## config.mk

```make
export PLATFORM = sky130hd
export DESIGN_NAME = vlsu_req_sequencer_flat
export DESIGN_NICKNAME = d
export VERILOG_FILES = /design/src/rtl/vlsu_req_sequencer_if.sv /design/src/rtl/vlsu_req_sequencer.sv /design/src/flat_wrapper.sv
export SDC_FILE = /design/constraint.sdc
export NUM_CORES = 2
export LEC_CHECK = 0
export CAP_MARGIN = 25
export CORE_MARGIN = 5
export CORE_UTILIZATION = 45
export DETAILED_ROUTE_END_ITERATION = 6
export GPL_TIMING_DRIVEN = 0
export PLACE_DENSITY = 0.64
export SLEW_MARGIN = 5
export SYNTH_ARGS = -nofsm -noshare
export SYNTH_HDL_FRONTEND = slang
export SYNTH_SLANG_ARGS = --single-unit
```

## constraint.sdc

```tcl
create_clock -name clk -period 9.3 [get_ports clk]
set_input_delay 2.79 -clock clk [delete_from_list [all_inputs] [get_ports clk]]
set_output_delay 2.79 -clock clk [all_outputs]
set_load 0.01 [all_outputs]
```

## src/rtl/vlsu_req_sequencer_if.sv

```systemverilog
// vlsu_req_sequencer_if: command and memory-request
// handshake bundle of the VLSU request sequencer.
interface vlsu_req_sequencer_if #(
  parameter int ADDR_W = 64,
  parameter int VL_W   = 16
);
  logic              cmd_valid;
  logic              cmd_ready;
  logic [3:0]        cmd_mode;
  logic [ADDR_W-1:0] cmd_base;
  logic [ADDR_W-1:0] cmd_stride;
  logic [VL_W-1:0]   cmd_vl;
  logic [VL_W-1:0]   cmd_nrows;
  logic [1:0]        cmd_eew;
  logic              req_valid;
  logic              req_ready;
  logic [ADDR_W-1:0] req_addr;
  logic [7:0]        req_len;
  logic [2:0]        req_size;
  logic [ADDR_W-1:0] req_bytes;
  logic              done;
  logic              err;

  modport master (
    output cmd_valid, cmd_mode, cmd_base,
    output cmd_stride, cmd_vl, cmd_nrows,
    output cmd_eew, req_ready,
    input  cmd_ready, req_valid, req_addr,
    input  req_len, req_size, req_bytes,
    input  done, err
  );

  modport slave (
    input  cmd_valid, cmd_mode, cmd_base,
    input  cmd_stride, cmd_vl, cmd_nrows,
    input  cmd_eew, req_ready,
    output cmd_ready, req_valid, req_addr,
    output req_len, req_size, req_bytes,
    output done, err
  );
endinterface

```

## src/rtl/vlsu_req_sequencer.sv

```systemverilog
// vlsu_req_sequencer: turns one VLSU memory instruction
// into bursts (incr/row-2D) or element requests.
module vlsu_req_sequencer #(
  parameter int ADDR_W    = 64,
  parameter int VL_W      = 16,
  parameter int BUS_BYTES = 16,
  parameter int MAX_BEATS = 16
) (
  input logic clk,
  input logic rst_n,
  vlsu_req_sequencer_if.slave bus
);
  localparam int BSZ = $clog2(BUS_BYTES);
  localparam logic [ADDR_W-1:0] BURST =
    ADDR_W'(MAX_BEATS * BUS_BYTES);
  localparam logic [ADDR_W-1:0] PAGE = ADDR_W'(4096);
  localparam logic [ADDR_W-1:0] BMSK =
    ADDR_W'(BUS_BYTES - 1);
  localparam logic [ADDR_W-1:0] PMSK = ADDR_W'(4095);
  localparam logic [ADDR_W-1:0] ONE  = ADDR_W'(1);

  typedef enum logic {S_IDLE, S_RUN} state_e;

  state_e            state_q, state_d;
  logic [3:0]        mode_q, mode_d;
  logic [1:0]        eew_q, eew_d;
  logic [ADDR_W-1:0] stride_q, stride_d;
  logic [VL_W-1:0]   vl_q, vl_d;
  logic [VL_W-1:0]   nrows_q, nrows_d;
  logic [VL_W-1:0]   outer_q, outer_d;
  logic [ADDR_W-1:0] base2_q, base2_d;
  logic [ADDR_W-1:0] cnt_q, cnt_d;
  logic [ADDR_W-1:0] addr_q, addr_d;
  logic [ADDR_W-1:0] bytes_q, bytes_d;
  logic [7:0]        len_q, len_d;
  logic [2:0]        size_q, size_d;
  logic              done_q, done_d;
  logic              err_q, err_d;

  logic              load, burst, burst_q;
  logic [1:0]        ld_eew;
  logic              cmd_2d, cmd_ok, last;
  logic [ADDR_W-1:0] esz;
  logic [ADDR_W-1:0] f_off, f_pg, f_bytes, f_beats;

  // cnt_q: bytes left in the row (burst modes) or
  // elements left in the inner loop, current included.
  assign burst_q = mode_q[0] | mode_q[2];
  assign esz     = ONE << eew_q;
  assign cmd_2d  = bus.cmd_mode[2] | bus.cmd_mode[3];
  assign cmd_ok  = $onehot(bus.cmd_mode)
                && (bus.cmd_vl != '0)
                && !(cmd_2d && bus.cmd_nrows == '0);
  assign last = (outer_q == VL_W'(1))
             && (burst_q ? (cnt_q == bytes_q)
                         : (cnt_q == ONE));

  // Command accept, cursor advance and state transition.
  always_comb begin
    state_d  = state_q;
    mode_d   = mode_q;
    eew_d    = eew_q;
    stride_d = stride_q;
    vl_d     = vl_q;
    nrows_d  = nrows_q;
    outer_d  = outer_q;
    base2_d  = base2_q;
    cnt_d    = cnt_q;
    addr_d   = addr_q;
    done_d   = 1'b0;
    err_d    = 1'b0;
    load     = 1'b0;
    burst    = burst_q;
    ld_eew   = eew_q;
    unique case (state_q)
      S_IDLE: begin
        if (bus.cmd_valid) begin
          mode_d   = bus.cmd_mode;
          eew_d    = bus.cmd_eew;
          stride_d = bus.cmd_stride;
          vl_d     = bus.cmd_vl;
          nrows_d  = bus.cmd_nrows;
          if (!cmd_ok) begin
            done_d = 1'b1;
            err_d  = !$onehot(bus.cmd_mode);
          end else begin
            state_d = S_RUN;
            load    = 1'b1;
            burst   = bus.cmd_mode[0] | bus.cmd_mode[2];
            ld_eew  = bus.cmd_eew;
            base2_d = bus.cmd_base;
            addr_d  = bus.cmd_base;
            if (burst)
              cnt_d = ADDR_W'(bus.cmd_vl) << bus.cmd_eew;
            else if (bus.cmd_mode[3])
              cnt_d = ADDR_W'(bus.cmd_nrows);
            else
              cnt_d = ADDR_W'(bus.cmd_vl);
            if (bus.cmd_mode[2])
              outer_d = bus.cmd_nrows;
            else if (bus.cmd_mode[3])
              outer_d = bus.cmd_vl;
            else
              outer_d = VL_W'(1);
          end
        end
      end
      S_RUN: begin
        if (bus.req_ready) begin
          if (last) begin
            state_d = S_IDLE;
            done_d  = 1'b1;
          end else begin
            load = 1'b1;
            unique case (1'b1)
              mode_q[1]: begin
                addr_d = addr_q + stride_q;
                cnt_d  = cnt_q - ONE;
              end
              mode_q[3]: begin
                if (cnt_q == ONE) begin
                  outer_d = outer_q - VL_W'(1);
                  base2_d = base2_q + esz;
                  addr_d  = base2_q + esz;
                  cnt_d   = ADDR_W'(nrows_q);
                end else begin
                  addr_d = addr_q + stride_q;
                  cnt_d  = cnt_q - ONE;
                end
              end
              default: begin
                if (cnt_q == bytes_q) begin
                  outer_d = outer_q - VL_W'(1);
                  base2_d = base2_q + stride_q;
                  addr_d  = base2_q + stride_q;
                  cnt_d   = ADDR_W'(vl_q) << eew_q;
                end else begin
                  addr_d = addr_q + bytes_q;
                  cnt_d  = cnt_q - bytes_q;
                end
              end
            endcase
          end
        end
      end
      default: state_d = S_IDLE;
    endcase
  end

  // Largest burst from addr_d bounded by bus, burst
  // length and page.
  always_comb begin
    f_off   = addr_d & BMSK;
    f_pg    = addr_d & PMSK;
    f_bytes = cnt_d;
    if (BURST - f_off < f_bytes)
      f_bytes = BURST - f_off;
    if (PAGE - f_pg < f_bytes)
      f_bytes = PAGE - f_pg;
    f_beats = (f_off + f_bytes + BMSK) >> BSZ;
  end

  // Request fields for the next presented request.
  always_comb begin
    len_d   = len_q;
    size_d  = size_q;
    bytes_d = bytes_q;
    if (load) begin
      if (burst) begin
        len_d   = 8'(f_beats - ONE);
        size_d  = 3'(BSZ);
        bytes_d = f_bytes;
      end else begin
        len_d   = 8'd0;
        size_d  = {1'b0, ld_eew};
        bytes_d = ONE << ld_eew;
      end
    end
  end

  // State, cursor and request registers.
  always_ff @(posedge clk or negedge rst_n) begin
    if (!rst_n) begin
      state_q  <= S_IDLE;
      mode_q   <= '0;
      eew_q    <= '0;
      stride_q <= '0;
      vl_q     <= '0;
      nrows_q  <= '0;
      outer_q  <= '0;
      base2_q  <= '0;
      cnt_q    <= '0;
      addr_q   <= '0;
      bytes_q  <= '0;
      len_q    <= '0;
      size_q   <= '0;
      done_q   <= 1'b0;
      err_q    <= 1'b0;
    end else begin
      state_q  <= state_d;
      mode_q   <= mode_d;
      eew_q    <= eew_d;
      stride_q <= stride_d;
      vl_q     <= vl_d;
      nrows_q  <= nrows_d;
      outer_q  <= outer_d;
      base2_q  <= base2_d;
      cnt_q    <= cnt_d;
      addr_q   <= addr_d;
      bytes_q  <= bytes_d;
      len_q    <= len_d;
      size_q   <= size_d;
      done_q   <= done_d;
      err_q    <= err_d;
    end
  end

  assign bus.cmd_ready = (state_q == S_IDLE);
  assign bus.req_valid = (state_q == S_RUN);
  assign bus.req_addr  = addr_q;
  assign bus.req_len   = len_q;
  assign bus.req_size  = size_q;
  assign bus.req_bytes = bytes_q;
  assign bus.done      = done_q;
  assign bus.err       = err_q;
endmodule

```

## src/flat_wrapper.sv

```systemverilog
// flat-port wrapper written by rule: the top's interface ports become plain ports
module vlsu_req_sequencer_flat 
#(
  parameter int ADDR_W    = 64,
  parameter int VL_W      = 16,
  parameter int BUS_BYTES = 16,
  parameter int MAX_BEATS = 16
)
  (clk, rst_n, bus_cmd_valid, bus_cmd_mode, bus_cmd_base, bus_cmd_stride, bus_cmd_vl, bus_cmd_nrows, bus_cmd_eew, bus_req_ready, bus_cmd_ready, bus_req_valid, bus_req_addr, bus_req_len, bus_req_size, bus_req_bytes, bus_done, bus_err);
  vlsu_req_sequencer_if #(.ADDR_W(ADDR_W), .VL_W(VL_W)) bus_i ();
  input logic clk;
  input logic rst_n;
  input wire logic [$bits(bus_i.cmd_valid)-1:0] bus_cmd_valid;
  input wire logic [$bits(bus_i.cmd_mode)-1:0] bus_cmd_mode;
  input wire logic [$bits(bus_i.cmd_base)-1:0] bus_cmd_base;
  input wire logic [$bits(bus_i.cmd_stride)-1:0] bus_cmd_stride;
  input wire logic [$bits(bus_i.cmd_vl)-1:0] bus_cmd_vl;
  input wire logic [$bits(bus_i.cmd_nrows)-1:0] bus_cmd_nrows;
  input wire logic [$bits(bus_i.cmd_eew)-1:0] bus_cmd_eew;
  input wire logic [$bits(bus_i.req_ready)-1:0] bus_req_ready;
  output wire logic [$bits(bus_i.cmd_ready)-1:0] bus_cmd_ready;
  output wire logic [$bits(bus_i.req_valid)-1:0] bus_req_valid;
  output wire logic [$bits(bus_i.req_addr)-1:0] bus_req_addr;
  output wire logic [$bits(bus_i.req_len)-1:0] bus_req_len;
  output wire logic [$bits(bus_i.req_size)-1:0] bus_req_size;
  output wire logic [$bits(bus_i.req_bytes)-1:0] bus_req_bytes;
  output wire logic [$bits(bus_i.done)-1:0] bus_done;
  output wire logic [$bits(bus_i.err)-1:0] bus_err;
  assign bus_i.cmd_valid = bus_cmd_valid;
  assign bus_i.cmd_mode = bus_cmd_mode;
  assign bus_i.cmd_base = bus_cmd_base;
  assign bus_i.cmd_stride = bus_cmd_stride;
  assign bus_i.cmd_vl = bus_cmd_vl;
  assign bus_i.cmd_nrows = bus_cmd_nrows;
  assign bus_i.cmd_eew = bus_cmd_eew;
  assign bus_i.req_ready = bus_req_ready;
  assign bus_cmd_ready = bus_i.cmd_ready;
  assign bus_req_valid = bus_i.req_valid;
  assign bus_req_addr = bus_i.req_addr;
  assign bus_req_len = bus_i.req_len;
  assign bus_req_size = bus_i.req_size;
  assign bus_req_bytes = bus_i.req_bytes;
  assign bus_done = bus_i.done;
  assign bus_err = bus_i.err;
  vlsu_req_sequencer #(.ADDR_W(ADDR_W), .VL_W(VL_W), .BUS_BYTES(BUS_BYTES), .MAX_BEATS(MAX_BEATS)) u_core (.clk(clk), .rst_n(rst_n), .bus(bus_i));
endmodule
```

==> reports/metrics.csv <==
stage,metric,value,unit
run_status,failing checks,setup timing,
placement,IO Port Bufs,311,
floorplan,core area,83300,um2
layout,"non-filler cells, final",6356,
layout,area of the multi-input gates,27100,um2
floorplan,row count,106,
worst_hold_path,HP Class,flop to flop,
placement,DP Cell Count,6185,
floorplan,initial core utilization,45.2,%
layout,Final nets,5698,
setup_path,critical path startpoint category,flop,
sta,minimum clock period,12.14,ns
global_route,global-route wire length before repair,279,mm
sta,Final Hold Vio Count,0,
pwr,Clk pwr share,15.6,%
layout,Layout Area Growth over Synthesis,22.4,%
global_route,vias in the first global route,39600,
sta,unrepaired setup endpoints after global routing,true,
global_route,initial antenna violation count,7,
sta,relative slew slack,15.2,%
floorplan,Die Wd,299,um
pwr,PD cells,308,nW/um2
synthesis,"Avg Cell Area, Syn",7.91,um2
setup_path,CP Max Fanout,10,
layout,register area,9710,um2
setup_path,CP Capture Type,flop,
drt,# DRC,0,
synthesis,fraction of registers with async set/reset,100,%
setup_path,CP Class,flop to flop,
synthesis,Synth Register Bits,388,
job,max-cap violations,0,
global_route,gr ovfl total,0,
placement,Placement Cell Area,43000,um2
clock_network,CTS max path bufs,3,
layout,final instance area,46000,um2
pwr,Lkg Pwr,20.0,nW
sta,"Slew Viols, Final",0,
setup_path,Critical Path RT,9.87,ns
sta,Final WS setup,-2.84,ns
synthesis,Synth warnings,0,
drt,via count,42700,
run_status,status,"complete, but fails checks",
clock_network,Clk Tree Root Cell,clkbuf_16,
global_route,pin count of the biggest net entering global routing,92,
setup_path,Max stage delay on crit path,0.90,ns
sta,Worst Max-Slew Pin Slew,1.27,ns
floorplan,DIE HEIGHT,299,um
drt,DR pass1 iterations,7,
sta,f_max,0.0824,GHz
clock_network,"CTS clk-pin slew, worst paths",0.06,ns
drt,DR iter-0 viols,5537,
pwr,combinational share of power,63.5,%
setup_path,crit path DAT,12.70,ns
placement,routability cong.,1.07,
drt,DR WL/cell,31.3,um
drt,drt total wl,199,mm
sta,Max Clock Skew,0.0296,ns
synthesis,sequential area share after synthesis,25.8,%
layout,Fillers,7981,
sta,Tcrit/Tclk final,131,%
synthesis,number of synthesized flops with an enable pin,0,
pwr,sw frac,49.4,%
placement,DP HPWL,156,mm
clock_network,clk sinks,388,
sta,final-report setup violation count,21,
synthesis,Syn Inst Count,4753,
synthesis,Post-Syn Area,37600,um2
sta,hold_ws,0.484,ns
pwr,Seq pwr share,20.9,%
pwr,total power,14.2,mW
synthesis,largest area contributor in the netlist,dfrtp_1,
clock_network,"Hold-fix buffers, CTS",0,
drt,Vias per Instance,6.72,
clock_network,worst skew pair latency,0.67,ns
layout,layout cells sized above 1,9.97,%
pwr,Sw Pwr,7.00,mW
synthesis,distinct cell type count after synthesis,100,
setup_path,"Slowest-stage cell, CP",dfrtp_1,
floorplan,num ports,313,
pwr,Max VDD drop,0.202,mV
synthesis,"Top FF cell, synth",dfrtp_1,
pwr,Int Pwr,7.18,mW
synthesis,largest cells by area after synthesis,"dfrtp_1 (26%), ha_1 (9.7%), a21oi_1 (6.0%)",
clock_network,H-tree levels,2,
global_route,all-layer global routing usage,42.2,%
synthesis,Synth top area share,25.8,%
clock_network,CTS tree,done,
clock_network,CTS Buf Count,52,
drt,final antenna-violating net count,0,
floorplan,die area,89500,um2
==> metrics by stage <==
| stage | utilization, % | TNS [ns] | setup slack (ns) |
|---|---|---|---|
| floorplan | - | -17.97 | -2.16 |
| global placement | 51.0 | -5266.33 | -13.42 |
| detailed placement | 51.7 | -105.27 | -6.64 |
| CTS | 54.7 | -28.15 | -2.57 |
| global route | 55.3 | -32.68 | -2.77 |
| finish | 55.3 | -34.10 | -2.84 |
==> cells in the final DEF (no fill, tap or decap), types with 106 or more instances in the layout <==
cell type	netlist	routed
o21ai_0	382	371
a21o_1	154	154
clkbuf_1	191	179
mux2_2	116	115
nand2_1	420	413
xnor2_1	204	204
nor2_1	424	420
a21oi_1	452	444
nand3_1	123	120
dfrtp_1	388	388
clkdlybuf4s50_1	0	304
ha_1	293	277
nor3_1	108	106
inv_1	185	173
==> flip-flops by register name, indices dropped and copies added, names as in the netlist, 16 cells and up <==
signal,count
u_core.base2_q,64
u_core.bus.req_addr,64
u_core.bus.req_bytes,64
u_core.cnt_q,64
u_core.nrows_q,16
u_core.outer_q,16
u_core.stride_q,64
u_core.vl_q,16
==> power groups by stage <==
stage	clock (mW)	sequential, mW	combinational, mW
6_report	2.21	2.96	9.01
5_1_grt	2.28	2.98	9.65
4_1_cts	2.21	2.90	8.45
3_5_place_dp	0	2.93	8.02
3_3_place_gp	0	2.92	7.97
2_1_floorplan	0	2.64	5.63
==> what timing repair did <==
action                                  in CTS  in global routing
pin swaps                                   40                 46
setup buffers                               46                 24
resized for setup                          121                 64
gates cloned                                 0                  0
endpoints found under the setup margin      21                 21
hold endpoints to repair                     0                  0
==> synth_stat cells (53+ instances only) <==
cell type,number
o21bai_1,57
xor2_1,94
nor2_1,424
nand4_1,60
nor3_1,108
nand2_1,420
a21o_1,154
o21ai_0,382
o211ai_1,70
mux2_2,116
xnor2_1,204
ha_1,293
or3_1,55
a21oi_1,452
mux2i_1,98
a31oi_1,62
a211oi_1,67
o22ai_1,53
nand3_1,123
inv_1,185
dfrtp_1,388
clkbuf_1,191
==> metal layers <==
metal	share of wire, %	routed length [um]	vias to the layer above	global-route usage [%]
li1	-	-	18600	-
met1	38	75400	20300	53.9
met2	41	82500	3019	62.5
met3	13	25100	793	12.4
met4	8.0	15900	6	26.9
met5	0.019	37	-	0
==> final timing paths <==
kind                       slack (ns)  cells after the start                     to                   from
max in group asynchronous        5.41                      4       u_core.cnt_q[46]                  rst_n
hold / removal                   0.48                      2  u_core.bus.req_len[3]  u_core.bus.req_len[3]
hold reg to reg                  0.48                      2  u_core.bus.req_len[3]  u_core.bus.req_len[3]
setup / recovery                -2.84                     44  u_core.bus.req_len[7]       u_core.mode_q[1]
min in group asynchronous        2.05                      1    u_core.stride_q[14]                  rst_n
setup reg to reg                -2.84                     44  u_core.bus.req_len[7]       u_core.mode_q[1]
==> logic make-up after synthesis <==
kind of cell	after synthesis	share of synthesized area [%]
multiplexers	215	6.14
other	1	0.00997
flip-flops	388	25.8
adder cells (fa/ha/maj)	299	10.1
buffers and inverters	428	4.36
AO/OA/AOI/OAI	1629	27.5
AND/OR/NAND/NOR	1495	19.1
XOR/XNOR	298	6.94
==> layout make-up <==
| class | instances | area share [%] |
|---|---|---|
| inverter | 186 | 1.54 |
| clock inverter | 25 | 0.736 |
| timing repair buffer | 424 | 9.35 |
| clock buffer | 68 | 3.13 |
| sequential | 388 | 21.1 |
| antenna | 8 | 0.0435 |
| multi-input combinational | 3940 | 58.8 |
| buffer | 237 | 2.36 |
| tap | 1080 | 2.93 |
==> critical path: cells and delay by family, from the launching register on <==
kind                     cells  cell delay, ns
AO/OA/AOI/OAI               16            3.80
buffers and inverters       13            3.61
AND/OR/NAND/NOR             11            2.57
adder cells (fa/ha/maj)      4            1.15
flip-flops                   1            0.90
No activity file was read; power rests on OpenSTA's default activity.
